$ cat config.mk
export PLATFORM = sky130hd
export DESIGN_NAME = shift_sequencer_flat
export DESIGN_NICKNAME = d
export VERILOG_FILES = /design/src/rtl/shift_sequencer_if.sv /design/src/rtl/shift_sequencer.sv /design/src/flat_wrapper.sv
export SDC_FILE = /design/constraint.sdc
export NUM_CORES = 1
export LEC_CHECK = 0
export ABC_AREA = 1
export CAP_MARGIN = 15
export CORE_ASPECT_RATIO = 1.2
export CORE_UTILIZATION = 47
export CTS_BUF_LIST = sky130_fd_sc_hd__clkbuf_4 sky130_fd_sc_hd__clkbuf_8
export DETAILED_ROUTE_END_ITERATION = 12
export PLACE_DENSITY = 0.79
export SLEW_MARGIN = 20
export SYNTH_ARGS = -nofsm -noshare
export SYNTH_HDL_FRONTEND = slang
export SYNTH_SLANG_ARGS = --single-unit
$ cat constraint.sdc
create_clock -name clock -period 1.8 [get_ports clock]
set_input_delay 0.45 -clock clock [delete_from_list [all_inputs] [get_ports clock]]
set_output_delay 0.45 -clock clock [all_outputs]
set_load 0.01 [all_outputs]
$ cat src/rtl/shift_sequencer_if.sv
// rtl/shift_sequencer_if.sv - start/busy/done handshake and operand/result bus of the shift sequencer
interface shift_sequencer_if #(
  parameter int WIDTH = 32
);
  logic             start;
  logic [2:0]       op;
  logic [WIDTH-1:0] data_in;
  logic [31:0]      shift_amount;
  logic             busy;
  logic             done;
  logic [WIDTH-1:0] data_out;

  modport master (
    output start, op, data_in, shift_amount,
    input  busy, done, data_out
  );

  modport slave (
    input  start, op, data_in, shift_amount,
    output busy, done, data_out
  );
endinterface

$ cat src/rtl/shift_sequencer.sv
// rtl/shift_sequencer.sv - iterative SHL/SHR/SHRA/ROL/ROR unit, STEP bits per cycle
// Define SHIFT_SEQ_FASTPATH_EN to finish any nonzero count in a single RUN cycle.
module shift_sequencer #(
  parameter int WIDTH = 32,
  parameter int STEP  = 1,
  parameter int AMT_W = 5
) (
  input  logic clock,
  input  logic clear,
  shift_sequencer_if.slave bus
);

  localparam logic [2:0] OP_SHL  = 3'd0;
  localparam logic [2:0] OP_SHR  = 3'd1;
  localparam logic [2:0] OP_SHRA = 3'd2;
  localparam logic [2:0] OP_ROL  = 3'd3;
  localparam logic [2:0] OP_ROR  = 3'd4;
  localparam logic [AMT_W:0] STEP_C = (AMT_W+1)'(STEP);

  typedef enum logic [1:0] {IDLE, RUN, DONE} state_t;

  state_t           state_q, state_d;
  logic [WIDTH-1:0] acc_q, acc_d;
  logic [WIDTH-1:0] data_out_q, data_out_d;
  logic [AMT_W-1:0] rem_q, rem_d;
  logic [2:0]       op_q, op_d;
  logic [AMT_W-1:0] amt;
  logic [AMT_W-1:0] k;
  logic [WIDTH-1:0] shifted;
  logic             unused_amt_hi;

  assign unused_amt_hi = ^bus.shift_amount[31:AMT_W];

  // Rotates go through a doubled word so a count of 0 needs no special case.
  function automatic logic [WIDTH-1:0] shift_op(input logic [WIDTH-1:0] v,
                                                input logic [2:0] o,
                                                input logic [AMT_W-1:0] n);
    logic [2*WIDTH-1:0] dbl;
    dbl = {v, v};
    case (o)
      OP_SHL:  shift_op = v << n;
      OP_SHR:  shift_op = v >> n;
      OP_SHRA: shift_op = $signed(v) >>> n;
      OP_ROL:  begin dbl = dbl << n; shift_op = dbl[2*WIDTH-1 -: WIDTH]; end
      OP_ROR:  begin dbl = dbl >> n; shift_op = dbl[WIDTH-1:0]; end
      default: shift_op = v;
    endcase
  endfunction

  always_comb begin
    state_d    = state_q;
    acc_d      = acc_q;
    rem_d      = rem_q;
    op_d       = op_q;
    data_out_d = data_out_q;
    k          = '0;
    shifted    = '0;
    amt        = bus.shift_amount[AMT_W-1:0];
    case (state_q)
      IDLE, DONE: begin
        state_d = IDLE;
        if (bus.start) begin
          op_d  = bus.op;
          acc_d = bus.data_in;
          rem_d = amt;
          if (amt == '0 || bus.op > OP_ROR) begin
            state_d    = DONE;
            rem_d      = '0;
            data_out_d = bus.data_in;
          end else begin
            state_d = RUN;
          end
        end
      end
      RUN: begin
`ifdef SHIFT_SEQ_FASTPATH_EN
        k = rem_q;
`else
        k = ({1'b0, rem_q} < STEP_C) ? rem_q : STEP_C[AMT_W-1:0];
`endif
        shifted = shift_op(acc_q, op_q, k);
        acc_d   = shifted;
        rem_d   = rem_q - k;
        if (rem_q == k) begin
          state_d    = DONE;
          data_out_d = shifted;
        end
      end
      default: state_d = IDLE;
    endcase
  end

  always_ff @(posedge clock or negedge clear) begin
    if (!clear) begin
      state_q    <= IDLE;
      acc_q      <= '0;
      rem_q      <= '0;
      op_q       <= '0;
      data_out_q <= '0;
    end else begin
      state_q    <= state_d;
      acc_q      <= acc_d;
      rem_q      <= rem_d;
      op_q       <= op_d;
      data_out_q <= data_out_d;
    end
  end

  assign bus.busy     = (state_q == RUN);
  assign bus.done     = (state_q == DONE);
  assign bus.data_out = data_out_q;

endmodule

$ cat src/flat_wrapper.sv
// flat-port wrapper written by rule: the top's interface ports become plain ports
module shift_sequencer_flat 
#(
  parameter int WIDTH = 32,
  parameter int STEP  = 1,
  parameter int AMT_W = 5
)
  (clock, clear, bus_start, bus_op, bus_data_in, bus_shift_amount, bus_busy, bus_done, bus_data_out);
  shift_sequencer_if #(.WIDTH(WIDTH)) bus_i ();
  input  logic clock;
  input  logic clear;
  input wire logic [$bits(bus_i.start)-1:0] bus_start;
  input wire logic [$bits(bus_i.op)-1:0] bus_op;
  input wire logic [$bits(bus_i.data_in)-1:0] bus_data_in;
  input wire logic [$bits(bus_i.shift_amount)-1:0] bus_shift_amount;
  output wire logic [$bits(bus_i.busy)-1:0] bus_busy;
  output wire logic [$bits(bus_i.done)-1:0] bus_done;
  output wire logic [$bits(bus_i.data_out)-1:0] bus_data_out;
  assign bus_i.start = bus_start;
  assign bus_i.op = bus_op;
  assign bus_i.data_in = bus_data_in;
  assign bus_i.shift_amount = bus_shift_amount;
  assign bus_busy = bus_i.busy;
  assign bus_done = bus_i.done;
  assign bus_data_out = bus_i.data_out;
  shift_sequencer #(.WIDTH(WIDTH), .STEP(STEP), .AMT_W(AMT_W)) u_core (.clock(clock), .clear(clear), .bus(bus_i));
endmodule
==> qor.yml, run 1 <==
outcome: "completed"
vias: 4496
worst_ep_required_time_ps: 2040
nets: 833
p_per_area_nw_per_um2: 2060
synth_xor_area_share_pct: 0.197
cts_tree: "built"
grt-ovfl-total: 0
cp-end-kind: "register"
internal-power_mw: 6.18
io_buffers: 76
areaGrowthSynthToFinish_pct: 28.8
drcViolationCount: 0
fin_ws_ps: 13.6
synth_edf_count: 0
num_antenna_cells: 0
yosysUniqueCellTypes: 32
synthCells: 668
synth-compound-area-share_pct: 9.32
fin_crit_ps: 1790
seq_area_frac_synth_pct: 41.7
drt-wirelength-per-cell_um: 12.7
fp.coreArea_um2: 9130
drt-initial-drc-count: 262
nFillCells: 850
root_buffer: "clkbuf_8"
yosysTopAreaCell: "dfrtp_1"
synth_top_family_by_area: "simple AND/OR/NAND/NOR gates"
combPwrFrac_pct: 64.7
p_sw_mw: 5.62
synthMuxAreaShare_pct: 0
clock_power_share_pct: 9.9
synth_top_area_share_pct: 41.7
die_w_um: 90.7
post_dp_cell_area_um2: 5420
top_layer: "met4"
initial_utilization_pct: 48.7
final_max_slew_viol_count: 0
fin_crit_sh_pct: 99.2
startpoint_type: "register"
met3_wirelength_um: 515
fin_area_um2: 5720
dp_hpwl_um: 7670
yosysWarnings: 0
grt_util_all_layers_pct: 23.7
rows: 38
avgSynthCellArea_um2: 6.65
synthTopCellsByArea: "dfrtp_1, nand2_1, a21oi_1"
grt_pass1_vias: 4475
slowest_stage: "dfrtp_1"
antenna_found_initial: 0
final_cells: 885
drive_above_1_share_pct: 11.8
critPathMaxStageDelay_ps: 430
die_area_um2: 9840
clock_path_buffers: 2
hp-class: "input pin to asynchronous set/reset pin"
p_sw_share_pct: 47.6
p_leak_nw: 3.14
setup_viol: 0
synthFlopType: "dfrtp_1"
ys_ff_latch: 74
fin_util_pct: 62.7
cts.reportedPaths.clkPinSlew_ps: 70
grt_max_degree: 48
crit_fanout: 8
ctsHoldBuffers: 0
finalHoldViolations: 0
power_mw: 11.8
syn-num-nets: 739
dr.pass1.iters: 5
synthAdderAreaFrac_pct: 0.282
cts_sinks: 74
die_y_um: 108
place_congestion: 0.855
arrival_ps: 2030
worstMarginPinSlew_ps: 518
place_ws_ps: -188
finalWirelength_um: 11200
skew_ps: 6.26
wl_met2_um: 5660
ant_nets: 0
fmax_mhz: 560
syn-cell-area_um2: 4440
ios: 104
worstSkewPairLatency_ps: 350
cts_buffers: 9
dp.cells: 866
synth-async-reset-ratio_pct: 100
synthSimpleGateAreaFrac_pct: 37.8
cts_htree_levels: 3
viasPerCell: 5.08
wl_met1_um: 4840
vdd_drop_max_uv: 1460
crit_type: "register to register"
drv_cap: 0
rsz0062_at_grt: "yes"
grt_pass1_wl_um: 18800
slew_headroom_pct: 65.5
critical_path.cell_chain: "nor2_4, a21oi_4, inv_2, ha_4, nand3_2, nand2_2, nand2_2, nor2_4, inv_4, clkbuf_16, nand2_1, nand2_1"
p_seq_share_pct: 25.4
flip-flops by register name, indices dropped and copies added (netlist names):
signal	cells
u_core.acc_q	32
u_core.bus.data_out	32
u_core.rem_q	5
u_core.op_q	3
u_core.state_q	2
power groups by stage:
stage	logic, mW	registers, mW	clock network [mW]
after global placement	7.05	2.94	0
after detailed placement	7.26	2.97	0
after global routing	8.60	3.09	1.25
after CTS	7.38	2.95	1.19
after floorplan	5.05	3.06	0
final	7.64	2.99	1.17
final timing paths:
kind / startpoint / end / slack [ps] / cells past startpoint
setup / recovery: u_core.rem_q[1]$_DFFE_PN0P_ / u_core.bus.data_out[3]$_DFFE_PN0P_ / 10 / 12
hold / removal: clear / u_core.bus.data_out[25]$_DFFE_PN0P_ / 20 / 1
max in group asynchronous: clear / u_core.acc_q[7]$_DFFE_PN0P_ / 1250 / 2
hold reg to reg: u_core.bus.data_out[28]$_DFFE_PN0P_ / u_core.bus.data_out[28]$_DFFE_PN0P_ / 480 / 2
setup reg to reg: u_core.rem_q[1]$_DFFE_PN0P_ / u_core.bus.data_out[3]$_DFFE_PN0P_ / 10 / 12
min in group clock: u_core.bus.data_out[28]$_DFFE_PN0P_ / u_core.bus.data_out[28]$_DFFE_PN0P_ / 480 / 2
cells in the mapped netlist, types with 2 or more instances:
cell type / n
nand3_1: 12
buf_2: 10
inv_1: 45
clkbuf_1: 6
nor3_1: 2
a21oi_1: 55
dfrtp_1: 74
clkinv_1: 2
inv_2: 3
o211ai_1: 3
buf_4: 5
nand2_2: 3
buf_6: 4
o21ai_0: 8
nor2_1: 12
clkbuf_8: 9
a21oi_2: 6
nand2_1: 395
layer usage:
metal / track usage, % / vias up
met1: 28.0 / 2118
li1: - / 2226
met5: 0 / -
met2: 42.3 / 137
met3: 4.22 / 15
met4: 10.1 / 0
through the flow:
stage               setup TNS, ps  hold slack, ps
finish                          0            23.2
global route                -1700            36.6
CTS                             0            33.6
detailed placement          -5550             408
global placement            -4510             403
floorplan                       0             154
layout by cell type (no fill, tap or decap), drive strengths merged, types with 2 or more instances in the layout:
master	n
clkbuf	15
buf	42
dlygate4sd2	2
o211ai	3
clkinv	2
nor3	2
nor2	14
clkdlybuf4s50	73
o21ai	8
nand3	13
a21oi	61
or2	2
nand2	399
dfrtp	74
inv	48
worst max-delay path: cells and delay by family, from the launching register on:
kind / cells / cell delay [ps]
AO/OA/AOI/OAI: 1 / 80
adder cells (fa/ha/maj): 1 / 130
buffers and inverters: 3 / 320
flip-flops: 1 / 430
AND/OR/NAND/NOR: 7 / 680
timing repair:
item                       CTS  global route
buffers inserted             4             1
cloned                       0             1
setup endpoints to repair   34            57
gates resized for setup      3            25
pin swaps                    1             5
kinds of logic (layout without fill, tap and decap cells):
| kind of cell | after synthesis | in the layout |
|---|---|---|
| AO/OA/AOI/OAI | 75 | 75 |
| XOR/XNOR | 1 | 1 |
| flip-flops | 74 | 74 |
| AND/OR/NAND/NOR | 432 | 432 |
| adder cells (fa/ha/maj) | 1 | 1 |
| buffers and inverters | 85 | 182 |
layout make-up:
type | instances | area, um^2 | area share, %
clock buffer | 14 | 168 | 2.93
multi-input combinational | 509 | 2200 | 38.4
tap | 120 | 150 | 2.63
sequential | 74 | 1850 | 32.4
inverter | 50 | 190 | 3.33
timing repair buffer | 118 | 1160 | 20.3
Note: power is estimated with default switching activity, not from simulation.
==> run 2: changes to the inputs <==
--- a/config.mk
+++ b/config.mk
@@ -16,3 +16,4 @@
 export SYNTH_ARGS = -nofsm -noshare
 export SYNTH_HDL_FRONTEND = slang
 export SYNTH_SLANG_ARGS = --single-unit
+export TNS_END_PERCENT = 20
==> run 2 against run 1 <==
Critical path depth unchanged. Utilization unchanged. Clock skew about the same. Largest cell class unchanged. Sequential power hardly changed. Design area unchanged. Total power hardly changed. Non-clock buffer count unchanged. Critical path type unchanged. Die area unchanged.
==> qor.yml, run 2 (same netlist as run 1, synthesis figures left out) <==
outcome: "completed"
ant_nets: 0
grt_pass1_wl_um: 18800
fp.coreArea_um2: 9130
drcViolationCount: 0
dp_hpwl_um: 7670
num_antenna_cells: 0
post_dp_cell_area_um2: 5420
grt_pass1_vias: 4475
skew_ps: 6.04
grt_util_all_layers_pct: 23.7
final_max_slew_viol_count: 0
grt-ovfl-total: 0
grt_max_degree: 48
crit_fanout: 8
cts.reportedPaths.clkPinSlew_ps: 70
root_buffer: "clkbuf_8"
fin_ws_ps: 14.6
hp-class: "input pin to asynchronous set/reset pin"
fin_crit_ps: 1790
fin_setup_tns_ps: 0
crit_type: "register to register"
cts_htree_levels: 3
place_congestion: 0.855
antenna_found_initial: 0
io_buffers: 76
ios: 104
p_per_area_nw_per_um2: 2060
place_ws_ps: -188
rows: 38
cts_tree: "built"
cts_buffers: 9
worstMarginPinSlew_ps: 512
die_area_um2: 9840
vias: 4485
slew_headroom_pct: 65.9
drt-wirelength-per-cell_um: 12.7
rsz0062_at_grt: "yes"
layout_common_cells: "nand2_1, dfrtp_1, clkdlybuf4s50_1, a21oi_1, inv_1"
drive_above_1_share_pct: 11.8
dr.pass1.iters: 4
fmax_mhz: 560
arrival_ps: 2030
nets: 833
initial_utilization_pct: 48.7
clock_path_buffers: 2
viasPerCell: 5.07
final_common_cell: "nand2_1"
fin_area_um2: 5720
areaGrowthSynthToFinish_pct: 28.8
die_w_um: 90.7
rr_worst_depth: 12
drt-initial-drc-count: 262
startpoint_type: "register"
worst_ep_required_time_ps: 2040
worstSkewPairLatency_ps: 350
drv_cap: 0
cts_sinks: 74
hold_ws_ps: 26.0
finalHoldViolations: 0
setup_viol: 0
finalWirelength_um: 11200
die_y_um: 108
cp-end-kind: "register"
fin_crit_sh_pct: 99.2
vdd_drop_max_uv: 1450
p_leak_nw: 3.14
-- run 2: final timing paths --
check / start / end / slack [ps]
worst max register to register: u_core.rem_q[1]$_DFFE_PN0P_ / u_core.bus.data_out[3]$_DFFE_PN0P_ / 10
max in group asynchronous: clear / u_core.acc_q[7]$_DFFE_PN0P_ / 1240
worst min-delay path: clear / u_core.bus.data_out[25]$_DFFE_PN0P_ / 30
worst min register to register: u_core.acc_q[28]$_DFFE_PN0P_ / u_core.acc_q[28]$_DFFE_PN0P_ / 480
min in group clock: u_core.acc_q[28]$_DFFE_PN0P_ / u_core.acc_q[28]$_DFFE_PN0P_ / 480
worst max-delay path: u_core.rem_q[1]$_DFFE_PN0P_ / u_core.bus.data_out[3]$_DFFE_PN0P_ / 10
-- run 2: layout make-up --
cell class | instances | area [um^2]
Timing Repair Buffer | 118 | 1160
Sequential cell | 74 | 1850
Tap cell | 120 | 150
Fill cell | 850 | 3410
Clock buffer | 14 | 168
Multi-Input combinational cell | 509 | 2200
Inverter | 50 | 190
-- run 2: power by group --
part / leakage [nW] / switching (mW) / internal, mW
Sequential: 0.921 / 0.509 / 2.49
Clock: 0.0903 / 0.579 / 0.587
Combinational: 2.13 / 4.53 / 3.11
-- run 2: per-stage QoR --
step           total power [mW]  utilization, %  instances
2_1_floorplan              8.11               -        668
3_3_place_gp               9.99            59.3        866
3_5_place_dp               10.2            59.3        866
4_1_cts                    11.5            61.5        884
5_1_grt                    12.9            62.7        885
6_report                   11.8            62.7        885
-- run 2: what timing repair did --
item | in CTS | in global routing
setup endpoints to repair | 34 | 57
hold buffers | 0 | 0
gates cloned | 0 | 1
buffers inserted | 4 | 1
pin swaps | 1 | 6
resized for setup | 3 | 25
-- run 2: critical path, cell delays in order (launching register included) --
cell and delay (ps):
dfrtp_1 430, nor2_4 170, a21oi_4 80, inv_2 70
ha_4 130, nand3_2 70, nand2_2 90, nand2_2 60
nor2_4 190, inv_4 80, clkbuf_16 170, nand2_1 50
nand2_1 50
-- run 2: layer usage --
metal  share of wire, %  global-route usage (%)  wire length, um  vias to the layer above
li1                   -                       -                -                     2226
met1                 43                    28.0             4790                     2108
met2                 51                    42.3             5720                      135
met5                  0                       0                0                        -
met3                4.6                    4.22              518                       16
met4                1.6                    10.1              180                        0
